$ cat src/rtl/matrix_pkg.sv
// Shared constants for the 5x5 signed-8-bit matrix stages: sizes, packing helper, loader FSM encoding.
// Pure definitions; no latency or backpressure of its own.
package matrix_pkg;

    localparam int MAT_DIM   = 5;
    localparam int ELEM_W    = 8;
    localparam int MAT_ELEMS = MAT_DIM * MAT_DIM;
    localparam int MAT_W     = MAT_ELEMS * ELEM_W;
    localparam int IDX_W     = 5;

    typedef logic [1:0] ld_state_t;

    localparam ld_state_t ST_LOAD_A = 2'd0;
    localparam ld_state_t ST_LOAD_B = 2'd1;
    localparam ld_state_t ST_FULL   = 2'd2;

    // Row-major slot number of element (i,j); bit offset is this times ELEM_W.
    function automatic logic [IDX_W-1:0] pack_idx(input int i, input int j);
        return IDX_W'(i * MAT_DIM + j);
    endfunction

endpackage

$ cat src/rtl/matrix_byte_bank.sv
// 25x8 register bank with indexed write, synchronous clear and packed 200-bit read-out.
// Write visible after the writing edge; always accepts, no backpressure.
module matrix_byte_bank
    import matrix_pkg::*;
(
    input  logic              clk,
    input  logic              rst_n,
    input  logic              clr_i,
    input  logic              we_i,
    input  logic [IDX_W-1:0]  widx_i,
    input  logic [ELEM_W-1:0] wdat_i,
    output logic [MAT_W-1:0]  rdat_o
);

    logic [ELEM_W-1:0] mem_q [MAT_ELEMS];

    always_ff @(posedge clk or negedge rst_n) begin
        if (!rst_n) begin
            for (int k = 0; k < MAT_ELEMS; k++) begin
                mem_q[k] <= '0;
            end
        end else if (clr_i) begin
            for (int k = 0; k < MAT_ELEMS; k++) begin
                mem_q[k] <= '0;
            end
        end else if (we_i && (widx_i < IDX_W'(MAT_ELEMS))) begin
            mem_q[widx_i] <= wdat_i;
        end
    end

    for (genvar g = 0; g < MAT_ELEMS; g++) begin : g_pack
        assign rdat_o[g*ELEM_W +: ELEM_W] = mem_q[g];
    end

endmodule

$ cat src/rtl/matrix_loader.sv
// Collects 25 A bytes then 25 B bytes into packed operand buses and holds them until acked.
// Byte visible one edge after accept; in_ready drops while FULL or during clear.
module matrix_loader
    import matrix_pkg::*;
(
    input  logic              clk,
    input  logic              rst_n,
    input  logic [ELEM_W-1:0] in_data,
    input  logic              in_valid,
    output logic              in_ready,
    input  logic              clear,
    output logic [MAT_W-1:0]  matrix_A,
    output logic [MAT_W-1:0]  matrix_B,
    output logic              mat_valid,
    input  logic              mat_ack,
    output logic [IDX_W-1:0]  elem_idx,
    output logic              loading_b
);

    localparam logic [IDX_W-1:0] LAST_IDX = IDX_W'(MAT_ELEMS - 1);

    ld_state_t        state_q, state_d;
    logic [IDX_W-1:0] idx_q, idx_d;
    logic             accept;
    logic             last_slot;

    assign in_ready  = ((state_q == ST_LOAD_A) || (state_q == ST_LOAD_B)) && !clear;
    assign accept    = in_valid && in_ready;
    assign last_slot = (idx_q == LAST_IDX);

    always_comb begin
        state_d = state_q;
        idx_d   = idx_q;
        if (clear) begin
            state_d = ST_LOAD_A;
            idx_d   = '0;
        end else begin
            case (state_q)
                ST_LOAD_A: begin
                    if (accept) begin
                        if (last_slot) begin
                            state_d = ST_LOAD_B;
                            idx_d   = '0;
                        end else begin
                            idx_d = idx_q + 1'b1;
                        end
                    end
                end
                ST_LOAD_B: begin
                    if (accept) begin
                        if (last_slot) begin
                            state_d = ST_FULL;
                            idx_d   = '0;
                        end else begin
                            idx_d = idx_q + 1'b1;
                        end
                    end
                end
                ST_FULL: begin
                    if (mat_ack) begin
                        state_d = ST_LOAD_A;
                    end
                end
                default: begin
                    state_d = ST_LOAD_A;
                    idx_d   = '0;
                end
            endcase
        end
    end

    always_ff @(posedge clk or negedge rst_n) begin
        if (!rst_n) begin
            state_q <= ST_LOAD_A;
            idx_q   <= '0;
        end else begin
            state_q <= state_d;
            idx_q   <= idx_d;
        end
    end

    // Accept is already masked by clear, so the banks see clear alone on a flush cycle.
    matrix_byte_bank u_bank_a (
        .clk    (clk),
        .rst_n  (rst_n),
        .clr_i  (clear),
        .we_i   (accept && (state_q == ST_LOAD_A)),
        .widx_i (idx_q),
        .wdat_i (in_data),
        .rdat_o (matrix_A)
    );

    matrix_byte_bank u_bank_b (
        .clk    (clk),
        .rst_n  (rst_n),
        .clr_i  (clear),
        .we_i   (accept && (state_q == ST_LOAD_B)),
        .widx_i (idx_q),
        .wdat_i (in_data),
        .rdat_o (matrix_B)
    );

    assign mat_valid = (state_q == ST_FULL);
    assign loading_b = (state_q == ST_LOAD_B);
    assign elem_idx  = idx_q;

endmodule

$ cat config.mk
export PLATFORM = sky130hd
export DESIGN_NAME = matrix_loader
export DESIGN_NICKNAME = d
export VERILOG_FILES = /design/src/rtl/matrix_pkg.sv /design/src/rtl/matrix_byte_bank.sv /design/src/rtl/matrix_loader.sv
export SDC_FILE = /design/constraint.sdc
export NUM_CORES = 1
export LEC_CHECK = 0
export BUFFER_PORTS_ARGS = -buffer_cell sky130_fd_sc_hd__buf_2
export CAP_MARGIN = 30
export CORE_UTILIZATION = 51
export CTS_BUF_LIST = sky130_fd_sc_hd__clkbuf_4
export DETAILED_ROUTE_END_ITERATION = 10
export GPL_TIMING_DRIVEN = 0
export PLACE_DENSITY = 0.79
export SKIP_LAST_GASP = 1
export SLEW_MARGIN = 30
export SYNTH_ARGS = -nofsm -noshare
export SYNTH_HDL_FRONTEND = slang
export SYNTH_HIERARCHICAL = 1
export SYNTH_SLANG_ARGS = --single-unit
$ cat constraint.sdc
create_clock -name clk -period 1.9 [get_ports clk]
set_input_delay 0.475 -clock clk [delete_from_list [all_inputs] [get_ports clk]]
set_output_delay 0.475 -clock clk [all_outputs]
set_load 0.01 [all_outputs]
==> impl_results.md <==
* Grt total ovfl at 0
* Critical path peak fanout at 8
* Die Width at 190 um
* Routability congestion estimate at 0.814
* Total internal power at 12900 uW
* Number of synthesized register bits at 407
* Share of synthesized area occupied by flip-flops and latches at 0.563
* Fin worst setup slack at -0.191 ns
* Post-synthesis cell count at 1450
* Yosys warning total at 6
* First-pass GRT wire length at 83300 um
* Count of unresolved DRC violations after routing at 0
* Max_cap viols at 0
* Depth of the most critical reg-to-reg path at 4
* Area used by multi-input combinational logic at 0.00811 mm2
* Data arrival time of the worst path at 2.73 ns
* Mean instance size in the synthesized netlist at 12.5 um2
* Power density normalized to cell area at 728 mW/mm2
* Nets@finish at 2065
* Final worst-path cycle share at 1.10
* Sequential cell fraction of total power at 0.501
* Unrepaired setup endpoints after global routing: yes
* Worst reg2reg startpoint: elem_idx[1]
* Worst setup path end: u_bank_b/rdat_o[192]
* Die area at 0.0362 mm2
* Remaining number of nets flagged by the antenna check after routing at 0
* Cell area after placement at 0.0209 mm2
* Port-buffer cells at 420
* Starting density of the core at 0.521
* Flop2flop setup slack at -0.19 ns
* Net count after synthesis at 1465
* Fraction of power spent switching nets at 0.258
* Clock buffer depth at 3
* Clk Latency, worst-skew pair at 0.80 ns
* Syn-to-layout area delta at 32.0%
* Final Critical Period at 2.09 ns
* Clock root buffer: clkbuf_4
* Distinct cells, synth at 39
* Slew at the pin with the worst max-slew slack at 0.855 ns
* Clock net sink count at 407
* Fin. max-slew vios at 0
* RR Endpoint: u_bank_b/rdat_o[192]
* Initial antenna violation count at 3
* Final core area utilization at 0.687
* Clock tree from TritonCTS: built
* Run status: finished with violations
* Tightest Hold Check Type: in -> async
* Core area at 0.0347 mm2
* Via density per instance at 5.30
* Post-synthesis cell area at 0.0181 mm2
* Worst clock skew at 0.0380 ns
* Combinational power share at 0.068
* Post-route non-filler standard cell count at 2589
* Post-detail-place hpwl at 36800 um
* Fraction of layout cells with a size suffix above 1 at 0.353
* Setup-violating endpoint count in the final report at 229
* Number of design-rule violations left by the first detailed-router iteration at 730
* Count of standard-cell rows at 68
* Start-to-end type of the worst setup path: reg -> reg
* Combined global-route utilization of all metal layers at 0.303
* Die outline height at 190 um
* Highest attainable clock frequency at 478 MHz
* Area used by sequential logic in the layout at 0.0102 mm2
* Clock share of power at 0.431
* Headroom to the max-slew limit at 0.430
* Drt wl/cell at 21.6 um
* Number of global-route vias before repair at 14395
* Fill cell count at 2590
* Routed via count at 13724
* Violated checks: negative setup slack
* Number of clock buffers inserted by TritonCTS at 106
* Lkg Pwr at 0.0143 uW
* CTS clk-pin slew, worst paths at 0.06 ns
* Clock H-tree levels at 3
* Net switching power at 4470 uW
* Largest net degree at the start of global routing at 83
* # IOs at 421
* Crit path launch type: register
* Post-placement cell count at 2330
* Worst VDD drop at 0.000496 V
* Data required time at the worst endpoint at 2.53 ns
* Worst Setup SP: elem_idx[1]
* DRT Wirelength at 55800 um
* DR pass1 iterations at 5
* Final hold violation count at 0
* Final instance area at 0.0239 mm2
* Kind of capture point of the worst setup path: register
## state kept, by name, indices dropped and copies added, names as in the netlist
name and flops:
elem_idx 5, state_q 2, u_bank_a/rdat_o 200, u_bank_b/rdat_o 200
## area by class of cell
| type | instances | area share |
|---|---|---|
| diodes | 3 | 0.000315 |
| multi-input cells | 923 | 0.340 |
| well taps | 455 | 0.0239 |
| inverters | 6 | 0.000944 |
| repair buffers | 503 | 0.134 |
| flip-flops and latches | 407 | 0.428 |
| plain buffers | 103 | 0.0177 |
| clock buffers | 152 | 0.0478 |
| clock inverters | 37 | 0.00740 |
## cells in the mapped netlist (all sizes together)
library cell / instances / share of area
nand3: 2 / 0.00055
buf: 12 / 0.0033
a21boi: 1 / 0.00042
nand2: 48 / 0.016
or4: 1 / 0.00062
and4bb: 6 / 0.0042
nor4b: 2 / 0.0026
o311ai: 1 / 0.00048
mux2: 1 / 0.00062
nor2: 4 / 0.0011
or3b: 1 / 0.00048
o2bb2ai: 1 / 0.00048
ha: 2 / 0.0014
and2b: 2 / 0.00083
or2: 1 / 0.00035
o221ai: 1 / 0.00048
and3: 1 / 0.00035
mux2i: 401 / 0.22
nor4: 1 / 0.00035
nand4b: 1 / 0.00048
nand4: 4 / 0.0021
nor2b: 6 / 0.0021
nand2b: 418 / 0.14
or3: 2 / 0.00069
o22ai: 1 / 0.00035
and4b: 5 / 0.0029
and2: 6 / 0.0022
inv: 6 / 0.0012
o21ai: 2 / 0.00055
a32oi: 1 / 0.00048
clkbuf: 102 / 0.022
dfrtp: 407 / 0.56
## how the worst min path moves through the flow
stage | endpoint | depth (start not counted)
final | u_bank_b/rdat_o[105] | 2
after global routing | u_bank_b/rdat_o[105] | 2
after CTS | u_bank_b/rdat_o[105] | 2
after detailed placement | u_bank_b/rdat_o[105] | 1
after global placement | u_bank_b/rdat_o[139] | 2
after floorplan | elem_idx[0] | 0
## metrics by stage
stage | TNS (ns) | hold slack (ns) | worst slack, ns | total power (uW)
detailed placement | -210.93 | 0.383 | -0.715 | 9840
global placement | -3254.58 | 0.525 | -7.57 | 9790
global route | -32.57 | 0.128 | -0.236 | 18100
CTS | -3.08 | 0.0966 | -0.217 | 17400
finish | -9.15 | 0.168 | -0.191 | 17400
floorplan | 0 | 0.179 | 0.0305 | 9330
## power by group through the flow
| stage | Combinational, uW | Clock [uW] | Sequential [uW] |
|---|---|---|---|
| after global routing | 1260 | 8180 | 8700 |
| after floorplan | 446 | 0 | 8880 |
| after detailed placement | 962 | 0 | 8870 |
| final | 1180 | 7480 | 8700 |
| after CTS | 1050 | 7660 | 8700 |
| after global placement | 910 | 0 | 8880 |
## logic make-up after synthesis
logic type | after synthesis | share of synthesized area
AO/OA/AOI/OAI | 8 | 0.00325
adder cells (fa/ha/maj) | 2 | 0.00138
buffers and inverters | 120 | 0.0264
flip-flops | 407 | 0.563
multiplexers | 402 | 0.223
AND/OR/NAND/NOR | 511 | 0.183
## per-layer routing
metal / vias up / GRT usage / part of all wire
met1: 7021 / 0.386 / 0.41
met2: 495 / 0.479 / 0.48
met4: 0 / 0.152 / 0.039
li1: 6094 / - / -
met5: - / 0 / 0
met3: 114 / 0.0797 / 0.066
## placed cells by master (no fill, tap or decap), types with 3 or more instances in the layout
cell,n
diode_2,3
and2_4,3
nand2b_1,418
buf_6,49
clkinv_2,6
clkbuf_1,92
buf_16,5
buf_4,46
buf_12,9
clkbuf_4,155
nand2_4,9
and4bb_4,6
inv_2,3
mux2i_1,401
dfrtp_2,4
dfrtp_4,3
dfrtp_1,400
nor2b_1,4
nor2_4,3
inv_1,6
dlygate4sd3_1,4
buf_2,397
nand2_8,39
clkinv_1,26
and4b_1,3
## worst max-delay path: stages (launching register included)
cell	delay [ns]
dfrtp_2	0.43
buf_4	0.18
nor2_4	0.61
nand4_2	0.47
mux2i_1	0.22
## timing repair
action                                  in CTS  in global routing
pin swaps                                    1                  5
hold buffers                                 4                  0
gates resized for setup                     78                115
endpoints found under the setup margin     417                430
setup buffers                               24                 51
endpoints found under the hold margin      195                  0
Note: power is estimated with default switching activity, not from simulation.
